**config.mk**
```make
export PLATFORM = sky130hd
export DESIGN_NAME = program_writer
export DESIGN_NICKNAME = d
export VERILOG_FILES = /design/src/rtl/opcodes_pkg.sv /design/src/rtl/instr_encoder.sv /design/src/rtl/program_writer.sv
export SDC_FILE = /design/constraint.sdc
export NUM_CORES = 1
export LEC_CHECK = 0
export CAP_MARGIN = 0
export CORE_MARGIN = 2
export CORE_UTILIZATION = 35
export CTS_CLUSTER_SIZE = 20
export DETAILED_ROUTE_END_ITERATION = 7
export PLACE_DENSITY_LB_ADDON = 0.2
export SETUP_SLACK_MARGIN = 0.4
export SLEW_MARGIN = 20
export SYNTH_ARGS = -nofsm -noshare
export SYNTH_HDL_FRONTEND = slang
export SYNTH_SLANG_ARGS = --single-unit
```
**constraint.sdc**
```tcl
create_clock -name clk -period 2.1 [get_ports clk]
set_input_delay 0.21 -clock clk [delete_from_list [all_inputs] [get_ports clk]]
set_output_delay 0.21 -clock clk [all_outputs]
set_load 0.05 [all_outputs]
```
**src/rtl/opcodes_pkg.sv**
```systemverilog
// Shared RV32I opcode, format and request types for the program writer slice.
// Macro PROGRAM_WRITER_RANGE_CHECK_EN enables the immediate range helper's use.
package opcodes_pkg;

  localparam int unsigned XLEN     = 32;
  localparam int unsigned REG_W    = 5;
  localparam int unsigned OPCODE_W = 7;
  localparam int unsigned FUNCT3_W = 3;
  localparam int unsigned FUNCT7_W = 7;
  localparam int unsigned FMT_W    = 3;

  typedef enum logic [OPCODE_W-1:0] {
    OP_LOAD   = 7'h03,
    OP_IMM    = 7'h13,
    OP_AUIPC  = 7'h17,
    OP_STORE  = 7'h23,
    OP_REG    = 7'h33,
    OP_LUI    = 7'h37,
    OP_BRANCH = 7'h63,
    OP_JALR   = 7'h67,
    OP_JAL    = 7'h6F
  } base_opcode_t;

  typedef enum logic [FMT_W-1:0] {
    FMT_R       = 3'd0,
    FMT_I       = 3'd1,
    FMT_I_SHIFT = 3'd2,
    FMT_S       = 3'd3,
    FMT_B       = 3'd4,
    FMT_U       = 3'd5,
    FMT_J       = 3'd6
  } instr_format_t;

  // Field-level instruction request as seen by the encoder.
  typedef struct packed {
    logic [FMT_W-1:0]    fmt;
    logic [OPCODE_W-1:0] opcode;
    logic [FUNCT3_W-1:0] funct3;
    logic [FUNCT7_W-1:0] funct7;
    logic [REG_W-1:0]    rd;
    logic [REG_W-1:0]    rs1;
    logic [REG_W-1:0]    rs2;
    logic [XLEN-1:0]     imm;
  } instr_req_t;

  // True when v is representable as a two's-complement value of the given width.
  function automatic logic fits_signed(input logic [XLEN-1:0] v, input int unsigned bits);
    logic [XLEN-1:0] hi;
    hi = XLEN'($signed(v) >>> (bits - 1));
    return (hi == '0) || (hi == '1);
  endfunction

endpackage

```
**src/rtl/instr_encoder.sv**
```systemverilog
// Combinational RV32I field packer: request fields -> 32-bit machine word.
// PROGRAM_WRITER_RANGE_CHECK_EN enables range_ok; otherwise range_ok is constant 1.
module instr_encoder
  import opcodes_pkg::*;
(
  input  instr_req_t       req,
  output logic [XLEN-1:0]  word,
  output logic             range_ok
);

  // Bit packing per format; unknown formats pack as R.
  always_comb begin
    word = {req.funct7, req.rs2, req.rs1, req.funct3, req.rd, req.opcode};
    case (req.fmt)
      FMT_I:       word = {req.imm[11:0], req.rs1, req.funct3, req.rd, req.opcode};
      FMT_I_SHIFT: word = {req.funct7, req.imm[4:0], req.rs1, req.funct3, req.rd, req.opcode};
      FMT_S:       word = {req.imm[11:5], req.rs2, req.rs1, req.funct3, req.imm[4:0],
                           req.opcode};
      FMT_B:       word = {req.imm[12], req.imm[10:5], req.rs2, req.rs1, req.funct3,
                           req.imm[4:1], req.imm[11], req.opcode};
      FMT_U:       word = {req.imm[31:12], req.rd, req.opcode};
      FMT_J:       word = {req.imm[20], req.imm[10:1], req.imm[11], req.imm[19:12],
                           req.rd, req.opcode};
      default:     word = {req.funct7, req.rs2, req.rs1, req.funct3, req.rd, req.opcode};
    endcase
  end

`ifdef PROGRAM_WRITER_RANGE_CHECK_EN
  // Immediate must be representable in the bits the format actually encodes.
  always_comb begin
    range_ok = 1'b1;
    case (req.fmt)
      FMT_I, FMT_S: range_ok = fits_signed(req.imm, 12);
      FMT_B:        range_ok = fits_signed(req.imm, 13) && !req.imm[0];
      FMT_J:        range_ok = fits_signed(req.imm, 21) && !req.imm[0];
      FMT_U:        range_ok = (req.imm[11:0] == 12'd0);
      FMT_I_SHIFT:  range_ok = (req.imm[31:5] == 27'd0);
      default:      range_ok = 1'b1;
    endcase
  end
`else
  assign range_ok = 1'b1;
`endif

endmodule

```
**src/rtl/program_writer.sv**
```systemverilog
// Encodes field-level RV32I requests and writes them to consecutive word addresses.
// PROGRAM_WRITER_RANGE_CHECK_EN (in instr_encoder) drops out-of-range requests and sets error.
module program_writer
  import opcodes_pkg::*;
#(
  parameter int unsigned MAX_WORDS = 256
) (
  input  logic                             clk,
  input  logic                             reset,
  input  logic                             start,
  input  logic [31:0]                      base_address,
  input  logic                             in_valid,
  output logic                             in_ready,
  input  logic [2:0]                       in_fmt,
  input  logic [6:0]                       in_opcode,
  input  logic [2:0]                       in_funct3,
  input  logic [6:0]                       in_funct7,
  input  logic [4:0]                       in_rd,
  input  logic [4:0]                       in_rs1,
  input  logic [4:0]                       in_rs2,
  input  logic [31:0]                      in_imm,
  output logic                             mem_valid,
  input  logic                             mem_ready,
  output logic [31:0]                      mem_address,
  output logic [31:0]                      mem_wdata,
  output logic [3:0]                       mem_wstrobe,
  output logic                             busy,
  output logic [$clog2(MAX_WORDS):0]       count,
  output logic                             error
);

  localparam int unsigned CW = $clog2(MAX_WORDS) + 1;

  localparam logic [1:0] S_IDLE  = 2'd0;
  localparam logic [1:0] S_ARMED = 2'd1;
  localparam logic [1:0] S_FULL  = 2'd2;

  logic [1:0]      state_q, state_d;
  logic            mv_q, mv_d;
  logic [31:0]     addr_q, addr_d;
  logic [31:0]     wdata_q, wdata_d;
  logic [CW-1:0]   count_q, count_d;
  logic            busy_q, busy_d;
  logic            err_q, err_d;

  instr_req_t      req;
  logic [31:0]     enc_word;
  logic            range_ok;
  logic            accept;
  logic            handshake;

  assign req.fmt    = in_fmt;
  assign req.opcode = in_opcode;
  assign req.funct3 = in_funct3;
  assign req.funct7 = in_funct7;
  assign req.rd     = in_rd;
  assign req.rs1    = in_rs1;
  assign req.rs2    = in_rs2;
  assign req.imm    = in_imm;

  instr_encoder u_enc (
    .req      (req),
    .word     (enc_word),
    .range_ok (range_ok)
  );

  // Room exists only if the session cap allows one more word and the output slot frees up.
  always_comb begin
    in_ready = reset && !start && (state_q == S_ARMED)
               && ((32'(count_q) + 32'(mv_q)) < MAX_WORDS)
               && (!mv_q || mem_ready);
  end

  assign accept    = in_valid && in_ready;
  assign handshake = mv_q && mem_ready;

  always_comb begin
    state_d = state_q;
    mv_d    = mv_q;
    addr_d  = addr_q;
    wdata_d = wdata_q;
    count_d = count_q;
    err_d   = err_q;
    if (start) begin
      state_d = S_ARMED;
      mv_d    = 1'b0;
      addr_d  = base_address & 32'hFFFF_FFFC;
      count_d = '0;
      err_d   = 1'b0;
    end else begin
      if (handshake) begin
        mv_d    = 1'b0;
        addr_d  = addr_q + 32'd4;
        count_d = count_q + CW'(1);
      end
      if (accept) begin
        if (range_ok) begin
          mv_d    = 1'b1;
          wdata_d = enc_word;
        end else begin
          err_d   = 1'b1;
        end
      end
      if ((state_q == S_ARMED) && (count_d == CW'(MAX_WORDS)) && !mv_d) begin
        state_d = S_FULL;
      end
    end
    busy_d = (state_d == S_ARMED) || mv_d;
  end

  always_ff @(posedge clk) begin
    if (!reset) begin
      state_q <= S_IDLE;
      mv_q    <= 1'b0;
      addr_q  <= '0;
      wdata_q <= '0;
      count_q <= '0;
      busy_q  <= 1'b0;
      err_q   <= 1'b0;
    end else begin
      state_q <= state_d;
      mv_q    <= mv_d;
      addr_q  <= addr_d;
      wdata_q <= wdata_d;
      count_q <= count_d;
      busy_q  <= busy_d;
      err_q   <= err_d;
    end
  end

  assign mem_valid   = mv_q;
  assign mem_address = addr_q;
  assign mem_wdata   = wdata_q;
  assign mem_wstrobe = {4{mv_q}};
  assign busy        = busy_q;
  assign count       = count_q;
  assign error       = err_q;

endmodule

```
==> impl_metrics.xml <==
<?xml version="1.0" encoding="UTF-8"?>
<metrics>
  <group name="outcome">
    <metric name="run_status" unit="">completed</metric>
  </group>
  <group name="synth">
    <metric name="netlist_instances" unit="">498</metric>
    <metric name="seq_area_frac_synth" unit="">0.358</metric>
    <metric name="asyncSetResetFlopFracSynth" unit="">0</metric>
    <metric name="synth_ff_type" unit="">sky130_fd_sc_hd__dfxtp_1</metric>
    <metric name="library_cell_occupying_the_most_area_in_the_post_synthesis_netlist" unit="">sky130_fd_sc_hd__dfxtp_1</metric>
    <metric name="yosys-top-cells-area" unit="">sky130_fd_sc_hd__dfxtp_1 36%, sky130_fd_sc_hd__mux2i_1 9.3%, sky130_fd_sc_hd__nor2_1 8.1%</metric>
    <metric name="yosysTopAreaCellShare" unit="">0.358</metric>
    <metric name="post_synth.cell_area_avg" unit="um^2">8.41</metric>
    <metric name="ys_seq_elements" unit="">75</metric>
    <metric name="synth_edf_count" unit="">0</metric>
    <metric name="cell_variety_after_synth" unit="">48</metric>
    <metric name="synth_area" unit="um^2">4190</metric>
    <metric name="ys.warnings.count" unit="">0</metric>
  </group>
  <group name="layout">
    <metric name="multiInputGateArea" unit="um^2">2530</metric>
    <metric name="layout-drive-gt1-share" unit="">0.200</metric>
    <metric name="area_growth" unit="%">61.6</metric>
    <metric name="postLayoutCellArea" unit="um^2">6770</metric>
    <metric name="filler_cell_count" unit="">1027</metric>
    <metric name="nets" unit="">797</metric>
    <metric name="final-seq-area" unit="um^2">1570</metric>
    <metric name="num_antenna_cells" unit="">0</metric>
  </group>
  <group name="sta">
    <metric name="finalWorstSetupSlack" unit="ns">0.313</metric>
    <metric name="finalWorstPathRequiredPeriod" unit="ns">1.79</metric>
    <metric name="timing.slew.headroom" unit="">0.641</metric>
    <metric name="worst_hold_margin" unit="ns">0.438</metric>
    <metric name="setup_tns" unit="ns">0</metric>
    <metric name="tightest_slew" unit="ns">0.541</metric>
    <metric name="skew" unit="ns">0.00873</metric>
    <metric name="rsz0062_at_grt" unit="">true</metric>
    <metric name="final_hold_viol_count" unit="">0</metric>
    <metric name="final_slew_violations" unit="">0</metric>
    <metric name="fmax" unit="MHz">560</metric>
    <metric name="timing.final.setup_violations" unit="">0</metric>
    <metric name="finalCritPeriodShare" unit="">0.851</metric>
  </group>
  <group name="min_path">
    <metric name="timing.hold.worst.class" unit="">primary input to register</metric>
  </group>
  <group name="drt">
    <metric name="wire_per_inst" unit="um">14.9</metric>
    <metric name="drcViolationCount" unit="">0</metric>
    <metric name="ant_nets" unit="">0</metric>
    <metric name="num_vias" unit="">4236</metric>
    <metric name="routed_wl" unit="mm">12.5</metric>
    <metric name="route.detailed.vias_per_inst" unit="">5.05</metric>
    <metric name="detail_route.first_pass.iterations" unit="">5</metric>
    <metric name="first_iter_violations" unit="">274</metric>
  </group>
  <group name="grt">
    <metric name="groute.layer.met2.usage" unit="">0.319</metric>
    <metric name="grt_pass1_vias" unit="">4163</metric>
    <metric name="grt_antenna_before_repair" unit="">0</metric>
    <metric name="gr-usage-met1" unit="">0.237</metric>
    <metric name="globalRouteTotalUtil" unit="">0.191</metric>
    <metric name="grt_pass1_wl" unit="mm">19.9</metric>
    <metric name="grt_util_met3" unit="">0.0547</metric>
    <metric name="busiest_layer" unit="">met2</metric>
    <metric name="grt_start_max_net_pins" unit="">41</metric>
    <metric name="gr-total-overflow" unit="">0</metric>
  </group>
  <group name="power">
    <metric name="powerDensity" unit="nW/um^2">598</metric>
    <metric name="p_leak" unit="uW">0.00309</metric>
    <metric name="max-vdd-ir-drop" unit="V">0.000355</metric>
    <metric name="finalPower" unit="uW">4050</metric>
  </group>
  <group name="placed_design">
    <metric name="dp_hpwl" unit="mm">9.16</metric>
    <metric name="dp_slack" unit="ns">0.0234</metric>
    <metric name="finalWeightedCongestion" unit="">0.792</metric>
    <metric name="placed_cell_area" unit="um^2">6280</metric>
    <metric name="placement.io_buffers" unit="">179</metric>
  </group>
  <group name="floorplan">
    <metric name="rows" unit="">39</metric>
    <metric name="die_area" unit="um^2">12900</metric>
    <metric name="io_pins" unit="">185</metric>
    <metric name="floorplan.die.height" unit="um">113</metric>
    <metric name="floorplan.core_area" unit="um^2">11600</metric>
    <metric name="start_util" unit="">0.362</metric>
    <metric name="chipWidth" unit="um">113</metric>
  </group>
  <group name="clock_tree">
    <metric name="cts.sinks" unit="">75</metric>
    <metric name="cts.hold.buffers_added" unit="">0</metric>
    <metric name="cts_tree" unit="">done</metric>
    <metric name="path_clk_slew" unit="ns">0.06</metric>
    <metric name="clkLatencyLatePin" unit="ns">0.33</metric>
    <metric name="tritoncts.num_buffers" unit="">9</metric>
    <metric name="clock-root-buffer" unit="">sky130_fd_sc_hd__clkbuf_16</metric>
    <metric name="ctsHtreeMaxLevel" unit="">3</metric>
    <metric name="cts_max_path_buffers" unit="">2</metric>
  </group>
  <group name="critical_path">
    <metric name="rr_worst_depth" unit="">6</metric>
    <metric name="timing.critical_path.arrival" unit="ns">1.99</metric>
    <metric name="type_of_the_worst_setup_path" unit="">register to register</metric>
    <metric name="slack_of_the_worst_reg_to_reg_path" unit="ns">0.31</metric>
    <metric name="timing.critical_path.from_type" unit="">register</metric>
    <metric name="critPathLaunch" unit="">mem_valid$_SDFF_PN0_</metric>
    <metric name="worst_setup_path_end_kind" unit="">register</metric>
    <metric name="critical_path.max_fanout" unit="">7</metric>
    <metric name="crit-reg2reg-capture" unit="">state_q[0]$_SDFF_PN0_</metric>
    <metric name="worstPathRequired" unit="ns">2.31</metric>
    <metric name="reg2reg_from" unit="">mem_valid$_SDFF_PN0_</metric>
    <metric name="cp-endpoint" unit="">state_q[0]$_SDFF_PN0_</metric>
  </group>
  <group name="run">
    <metric name="maxCapViolations" unit="">0</metric>
  </group>
</metrics>
==> logic make-up after synthesis <==
| kind of cell | after synthesis | synth area share |
|---|---|---|
| buffers and inverters | 45 | 0.0600 |
| adder cells (fa/ha/maj) | 2 | 0.00597 |
| AND/OR/NAND/NOR | 183 | 0.212 |
| AO/OA/AOI/OAI | 113 | 0.183 |
| other | 1 | 0.000895 |
| multiplexers | 43 | 0.104 |
| flip-flops | 75 | 0.358 |
| XOR/XNOR | 36 | 0.0753 |
==> cells in the final DEF, fill, tap and decap left out, types with 11 or more instances in the layout <==
cell type                           n
sky130_fd_sc_hd__a211oi_1          13
sky130_fd_sc_hd__o21ai_0           18
sky130_fd_sc_hd__nand2_1           23
sky130_fd_sc_hd__dlygate4sd2_1     60
sky130_fd_sc_hd__clkdlybuf4s50_1  100
sky130_fd_sc_hd__nor2_1            86
sky130_fd_sc_hd__a211oi_2          20
sky130_fd_sc_hd__nand4_1           16
sky130_fd_sc_hd__dlymetal6s2s_1    18
sky130_fd_sc_hd__dfxtp_1           43
sky130_fd_sc_hd__mux2i_1           39
sky130_fd_sc_hd__nand3_1           11
sky130_fd_sc_hd__dfxtp_2           20
sky130_fd_sc_hd__xnor2_1           11
sky130_fd_sc_hd__dfxtp_4           12
sky130_fd_sc_hd__buf_4             33
sky130_fd_sc_hd__a21oi_1           48
sky130_fd_sc_hd__xor2_1            24
==> sequential cells by signal, indices dropped and copies added, names as in the netlist <==
name	count
busy	1
mem_wdata	32
mem_address	30
mem_valid	1
count	9
state_q	2
==> layout make-up <==
type	instances	share of cell area
Tap cell	143	0.0264
Clock buffer	10	0.0338
Sequential cell	75	0.232
Timing Repair Buffer	218	0.317
Clock inverter	6	0.0129
Inverter	7	0.00388
Multi-Input combinational cell	380	0.374
==> cell usage after synthesis (3+ instances only) <==
cell                       instances
sky130_fd_sc_hd__xnor2_1          12
sky130_fd_sc_hd__o21ai_0          18
sky130_fd_sc_hd__a21oi_1          49
sky130_fd_sc_hd__nor3_1            3
sky130_fd_sc_hd__buf_6             4
sky130_fd_sc_hd__dfxtp_1          75
sky130_fd_sc_hd__clkbuf_1         14
sky130_fd_sc_hd__nor2_1           90
sky130_fd_sc_hd__nand2_1          23
sky130_fd_sc_hd__xor2_1           24
sky130_fd_sc_hd__buf_4            11
sky130_fd_sc_hd__or3_1             3
sky130_fd_sc_hd__a31oi_1           4
sky130_fd_sc_hd__mux2_2            4
sky130_fd_sc_hd__buf_2             9
sky130_fd_sc_hd__a211oi_2         20
sky130_fd_sc_hd__and4_1            3
sky130_fd_sc_hd__nor2b_1           3
sky130_fd_sc_hd__a211oi_1         13
sky130_fd_sc_hd__o22ai_1           4
sky130_fd_sc_hd__nand2b_1          4
sky130_fd_sc_hd__mux2i_1          39
sky130_fd_sc_hd__nand3_1          12
sky130_fd_sc_hd__nand4_1          16
sky130_fd_sc_hd__and3_1            9
sky130_fd_sc_hd__inv_1             5
==> worst max-delay path, cell delays in order (launching register included) <==
cell and delay [ns]:
sky130_fd_sc_hd__dfxtp_4 0.37, sky130_fd_sc_hd__and2_4 0.17, sky130_fd_sc_hd__or4_4 0.42, sky130_fd_sc_hd__a21oi_2 0.17
sky130_fd_sc_hd__o22ai_2 0.11, sky130_fd_sc_hd__nor4_2 0.33, sky130_fd_sc_hd__o22ai_1 0.10
==> worst min path at each step <==
stage	slack [ns]	startpoint	endpoint	depth (start not counted)
final	0.44	mem_ready	count[1]$_SDFF_PP0_	5
after global routing	0.46	base_address[30]	mem_address[30]$_SDFFE_PN0P_	3
after CTS	0.44	base_address[30]	mem_address[30]$_SDFFE_PN0P_	3
after detailed placement	0.46	mem_wdata[7]$_SDFFE_PN0P_	mem_wdata[7]$_SDFFE_PN0P_	2
after global placement	0.46	mem_wdata[7]$_SDFFE_PN0P_	mem_wdata[7]$_SDFFE_PN0P_	2
after floorplan	0.35	base_address[2]	mem_address[2]$_SDFFE_PN0P_	2
==> power breakdown <==
part / switching (uW) / leakage, uW / total [uW] / internal, uW
Sequential: 56.9 / 0.000629 / 1530 / 1480
Combinational: 484 / 0.00230 / 870 / 386
Clock: 600 / 0.000153 / 1640 / 1040
==> repair_timing <==
action,in CTS,in global routing
gates cloned,0,1
gates resized for setup,62,35
setup endpoints to repair,65,52
pin swaps,4,8
buffers inserted,6,7
==> routing by layer <==
metal  part of all wire  up-vias
li1                   -     2139
met1               0.44     1928
met2               0.47      156
met3              0.075       13
met4              0.014        0
met5                  0        -
==> through the flow <==
step                      cells   util
after floorplan             500      -
after global placement      809  0.543
after detailed placement    809  0.543
after CTS                   831  0.569
after global routing        839  0.585
final                       839  0.585
(Power assumes the default switching activity.)
